File: src/rtl/knight_sprite_addr_gen.sv
// Knight sprite hit test and ROM address generator with vsync-paced animation.
// Optional macro KNIGHT_FLIP_EN: mirror columns when the knight faces left.
module knight_sprite_addr_gen #(
   parameter int SPR_W      = 50,
   parameter int SPR_H      = 64,
   parameter int NUM_FRAMES = 6,
   parameter int FRAME_DIV  = 8,
   parameter int ADDR_W     = 15
) (
   input  logic              vga_clk,
   input  logic              Reset,
   input  logic              vs,
   input  logic [9:0]        DrawX,
   input  logic [9:0]        DrawY,
   input  logic [9:0]        KnightX,
   input  logic [9:0]        KnightY,
   input  logic              facing_left,
   input  logic              anim_en,
   output logic [ADDR_W-1:0] rom_address,
   output logic              sprite_on,
   output logic [2:0]        frame_idx
);

   localparam int DIV_W    = (FRAME_DIV > 1) ? $clog2(FRAME_DIV) : 1;
   localparam int FRAME_SZ = SPR_W * SPR_H;

   logic             vs_q;
   logic             tick;
   logic [9:0]       pos_x, pos_y;
   logic             face_q;
   logic             mirror;
   logic [DIV_W-1:0] div_cnt;

   logic [10:0]       dx, dy, px, py;
   logic [10:0]       col, row, mcol;
   logic              hit;
   logic [ADDR_W-1:0] addr_sum;

   assign tick = vs_q & ~vs;

`ifdef KNIGHT_FLIP_EN
   assign mirror = face_q;
`else
   assign mirror = 1'b0 & face_q;
`endif

   // 11-bit compares keep pos+W from wrapping near the right/bottom edge
   assign dx  = {1'b0, DrawX};
   assign dy  = {1'b0, DrawY};
   assign px  = {1'b0, pos_x};
   assign py  = {1'b0, pos_y};
   assign hit = (dx >= px) && (dx < px + 11'(SPR_W)) &&
                (dy >= py) && (dy < py + 11'(SPR_H));

   assign col  = dx - px;
   assign row  = dy - py;
   assign mcol = mirror ? (11'(SPR_W - 1) - col) : col;

   assign addr_sum = ADDR_W'(32'(frame_idx) * 32'(FRAME_SZ) +
                             32'(row) * 32'(SPR_W) + 32'(mcol));

   always_ff @(posedge vga_clk or posedge Reset) begin
      if (Reset) begin
         vs_q        <= 1'b1;
         pos_x       <= '0;
         pos_y       <= '0;
         face_q      <= 1'b0;
         div_cnt     <= '0;
         frame_idx   <= '0;
         rom_address <= '0;
         sprite_on   <= 1'b0;
      end else begin
         vs_q <= vs;

         // position only moves at frame boundaries so a frame never tears
         if (tick) begin
            pos_x  <= KnightX;
            pos_y  <= KnightY;
            face_q <= facing_left;
         end

         if (!anim_en) begin
            div_cnt   <= '0;
            frame_idx <= '0;
         end else if (tick) begin
            if (div_cnt == DIV_W'(FRAME_DIV - 1)) begin
               div_cnt   <= '0;
               frame_idx <= (frame_idx == 3'(NUM_FRAMES - 1)) ? 3'd0 : frame_idx + 3'd1;
            end else begin
               div_cnt <= div_cnt + 1'b1;
            end
         end

         sprite_on   <= hit;
         rom_address <= hit ? addr_sum : '0;
      end
   end

endmodule

File: config.mk
export PLATFORM = sky130hd
export DESIGN_NAME = knight_sprite_addr_gen
export DESIGN_NICKNAME = d
export VERILOG_FILES = /design/src/rtl/knight_sprite_addr_gen.sv
export SDC_FILE = /design/constraint.sdc
export NUM_CORES = 1
export LEC_CHECK = 0
export ABC_CLOCK_PERIOD_IN_PS = 13400
export BUFFER_PORTS_ARGS = -buffer_cell sky130_fd_sc_hd__buf_2
export CAP_MARGIN = 40
export CORE_ASPECT_RATIO = 1.25
export CORE_MARGIN = 2
export CORE_UTILIZATION = 60
export CTS_CLUSTER_DIAMETER = 50
export DETAILED_ROUTE_END_ITERATION = 10
export PLACE_DENSITY = 0.87
export SLEW_MARGIN = 20
export SYNTH_ARGS = -nofsm -noshare
export SYNTH_HDL_FRONTEND = slang
export SYNTH_SLANG_ARGS = --single-unit
File: constraint.sdc
create_clock -name vga_clk -period 13.4 [get_ports vga_clk]
set_clock_uncertainty 0.15 [all_clocks]
set_input_delay 2.68 -clock vga_clk [delete_from_list [all_inputs] [get_ports vga_clk]]
set_output_delay 2.68 -clock vga_clk [all_outputs]
set_load 0.02 [all_outputs]
# Word level (Yosys, flattened, before mapping)
# Index checks and enable logic that the tools add are counted.
# W data, S select, Z words.
# totals
elab_cells	39
in_bits	45
ff_bits	43
output_inout_bits	19
# classes
bitwise	2
add_sub_neg	8
magnitude_cmp	4
n_reduce_logical	4
eq_ne	4
mux	8
n_mul	2
# op_table
operator	count
$lt A10 B11 Y1	2
$sub A10 B10 Y11	2
$mux W3	7
$ge A10 B10 Y1	2
$add A15 B11 Y15	1
$add A15 B15 Y15	1
$mux W15	1
$mul A11 B5 Y14 const B	1
$add A10 B6 Y11 const B	1
$add A10 B7 Y11 const B	1
$mul A3 B5 Y8 const B	1
$add A3 B1 Y3 const B	2
$eq A3 B3 Y1 const B	2
$ne A2 B1 Y1 const B	2
$logic_and A1 B1 Y1	3
$reduce_and A2 Y1	1
$and A1 B1 Y1	1
$not A1 Y1	1

# Longest topological paths before layout
# logic_depth
depth_word	6
ltp_mapped	28
mapped_depth_nobuf	28

# Worst setup path after synthesis
# No wires, ideal clock.
# synth_path
path_kind	in2reg
startpoint	input port DrawY[0]
endpoint	register rom_address[14]
required_time_ps	13122
path_buffers	1
path_slack_ps	5387
arrival_ps	7735
cell_stages	25
setup_ps	128
cell_sequence	inv_1 ha_1 inv_1 fa_1 a211oi_1 nor2_2 nor2_1 nor2_1 nor2_1 xnor2_1 ha_1 ha_1 inv_1 fa_1 inv_1 ha_1 xnor2_1 fa_1 ha_1 clkbuf_1 a21o_1 nor4_1 a221oi_1 xnor3_1 mux2i_1
# synth_via
elab_chain_cells	5
word_cells_on_any_way	9
# synth_rtl
item	line_no	rtl
from (decl)	14	input logic [9:0] DrawY,
$sub A10 B10 Y11	56	assign row = dy - py;
$mul A11 B5 Y14	60	32'(row) * 32'(SPR_W) + 32'(mcol));
$add A15 B15 Y15	59	assign addr_sum = ADDR_W'(32'(frame_idx) * 32'(FRAME_SZ) +
$add A15 B11 Y15	60	
$mux W15 (*)	95	rom_address <= hit ? addr_sum : '0;
to (signal assigned)	95	
to (decl)	19	output logic [ADDR_W-1:0] rom_address,
# Mark *: on every way between the ends. The rest lies on a longest branch, timed or not.
# A chain may end at the register's enable or synchronous reset.

# Worst setup path in the final report
# Ends and elaborated chain as after synthesis.

==> flow_metrics.py <==
metrics = {
    "drt": {
        "drc": 0,
        "ant_nets": 0,
        "drt_wl_total_mm": 10.5,
        "dr_wl_met3_um": 415,
        "drt-wirelength-per-cell_um": 15.3,
        "wl_met2_mm": 5.72,
        "drt-met1-wl_mm": 3.96,
        "vias_per_cell": 5.82,
        "drtPass1Iterations": 5,
        "drt_iter0_markers": 233,
        "highest-signal-layer": "met4",
        "vias": 4001,
    },
    "layout": {
        "antenna_cells": 0,
        "layout_commonest_cell": "ha_1",
        "syn_to_final_growth_pct": 10.8,
        "layout_common_cells": "ha_1, inv_1, buf_2, dfrtp_1, nand2_1",
        "nFillCells": 593,
        "fin_area_um2": 5220,
        "nNetsFinal": 743,
        "drive_above_1_share": 0.133,
    },
    "timing": {
        "fin_crit_sh": 0.613,
        "hold_slack_ps": 377,
        "hold_viol": 0,
        "tightest_slew_ps": 825,
        "rsz0062_at_grt": "false",
        "setup_ws_ps": 5190,
        "post-route-min-period_ps": 8210,
        "max_freq_ghz": 0.122,
        "fin_tns_setup_ps": 0,
        "drv_slew": 0,
        "finalSetupViolCount": 0,
        "slew_headroom": 0.446,
    },
    "floorplanning": {
        "dieWidth_um": 83.2,
        "rows": 36,
        "start_util": 0.611,
        "die_h_um": 103,
        "core-area_um2": 7700,
        "die-area_um2": 8570,
        "ioPinCount": 64,
    },
    "grt": {
        "grt_usage": 0.253,
        "grt_pass1_vias": 4026,
        "grt_max_degree": 44,
        "grt_antenna_before_repair": 0,
        "grt-ovfl-total": 0,
        "grt_pass1_wl_mm": 17.5,
    },
    "logic_synthesis": {
        "synth_area_um2": 4710,
        "synthCells": 528,
        "synth_edf_count": 0,
        "syn-num-nets": 680,
        "synth_ff_type": "dfrtp_1",
        "ys_types": 55,
        "synth_top_cell_by_area": "ha_1",
        "syn_area_per_cell_um2": 8.91,
        "async_reset_ff_frac": 1.00,
        "ys_seq_area_frac": 0.229,
        "synth_top_area_share": 0.253,
        "ys_top_cells_by_area": "ha_1, dfrtp_1, xnor2_1, inv_1, fa_1",
        "ys.warnings.count": 0,
        "synth-seq-cells": 43,
    },
    "placement": {
        "hpwl_mm": 8.50,
        "place_ws_ps": 4900,
        "port_buffers": 62,
        "place_congestion": 0.858,
        "placement.cell_area_um2": 5110,
    },
    "critical_path": {
        "crit_arrival_ps": 8250,
        "worstReg2RegStart": "pos_y[1]",
        "cp-start-kind": "input port",
        "crit_buf_inv": 5,
        "cp_slowest_stage_delay_ps": 530,
        "cp_slowest_cell": "fa_1",
        "critPathMaxFanout": 7,
        "endpoint_kind": "flip-flop",
        "worstSetupPathType": "in2reg",
        "worst_ep_required_time_ps": 13440,
        "critical_path.top_delay_family": "adder cells",
        "critPathLaunch": "DrawY[0]",
        "crit_top_cell": "ha_1",
    },
    "clocking": {
        "cts_sinks": 43,
        "cts_tree": "done",
        "clk_path_buf_depth": 2,
        "cts_setup_buffers": 0,
        "cts-buffers-inserted": 5,
        "ctsHoldBuffers": 0,
        "insertion_delay_ps": 310,
        "htree_num_levels": 2,
        "cts_root_buf": "clkbuf_8",
        "cts_resized": 0,
        "clk_pin_slew_ps": 80,
    },
    "min_path": {
        "hp-start": "pos_y[0]",
        "hold_class": "reg2reg",
    },
    "status": {
        "status": "completed",
    },
    "job": {
        "drv_cap": 0,
    },
}
-- path summary, 6_finish.rpt --
| path | cells after the start | slack (ps) | end |
|---|---|---|---|
| min in group asynchronous | 3 | 2340 | frame_idx[0] |
| setup reg to reg | 24 | 7310 | rom_address[14] |
| hold reg to reg | 2 | 380 | pos_y[0] |
| setup / recovery | 25 | 5190 | rom_address[14] |
| max in group asynchronous | 3 | 10370 | vs_q |
| hold / removal | 2 | 380 | pos_y[0] |
-- worst register-to-register path, delay by kind of cell, from the launching register on --
kind,cells,cell delay [ps]
XOR/XNOR,3,850
flip-flops,1,370
AO/OA/AOI/OAI,6,1360
AND/OR/NAND/NOR,3,550
buffers and inverters,4,350
adder cells (fa/ha/maj),7,2220
multiplexers,1,130
-- routing by layer --
| metal | GRT usage | up-vias |
|---|---|---|
| li1 | - | 1954 |
| met1 | 0.268 | 1907 |
| met2 | 0.492 | 111 |
| met3 | 0.0400 | 29 |
| met4 | 0.120 | 0 |
| met5 | 0 | - |
-- metrics by stage --
step / util / std cells
6_report: 0.677 / 687
5_1_grt: 0.677 / 687
4_1_cts: 0.677 / 687
3_5_place_dp: 0.663 / 679
3_3_place_gp: 0.663 / 679
2_1_floorplan: - / 528
-- state kept, by name (all words and copies together), names as in the netlist --
register	cells
vs_q	1
pos_x	10
frame_idx	3
div_cnt	3
rom_address	15
pos_y	10
sprite_on	1
-- cell usage after synthesis (4+ instances only) --
library cell	n
nor4_1	5
o21a_1	7
nor2b_1	11
a21oi_1	29
a31oi_1	4
nand3_1	9
nor3_1	5
dfrtp_1	42
a21o_1	14
and3_1	4
o211ai_1	4
nand4_1	4
xor2_1	10
and2_1	10
xnor2_1	35
inv_1	69
clkbuf_1	6
ha_1	95
o21ai_0	37
nand2b_1	10
fa_1	12
nor2_1	19
a211oi_1	4
nand2_1	41
-- kinds of logic after synthesis --
logic type / Yosys count / share of synthesized area
and+or+nand+nor: 131 / 0.144
AOI/OAI and AO/OA: 123 / 0.168
xor gates and xnor gates: 46 / 0.0885
muxes: 1 / 0.00213
adders and majority gates: 107 / 0.304
buffers and inverters: 77 / 0.0646
DFF: 43 / 0.229
-- final cells by class --
| cell class | count | area (um^2) | area share |
|---|---|---|---|
| inverter | 69 | 259 | 0.0497 |
| sequential | 43 | 1080 | 0.207 |
| timing repair buffer | 64 | 325 | 0.0624 |
| tap | 95 | 119 | 0.0228 |
| clock inverter | 1 | 30.0 | 0.00576 |
| clock buffer | 7 | 76.3 | 0.0146 |
| multi-input combinational | 408 | 3330 | 0.638 |
Power is not shown: default switching activity piles up to over one toggle a cycle in this logic, so the estimate is an artifact.
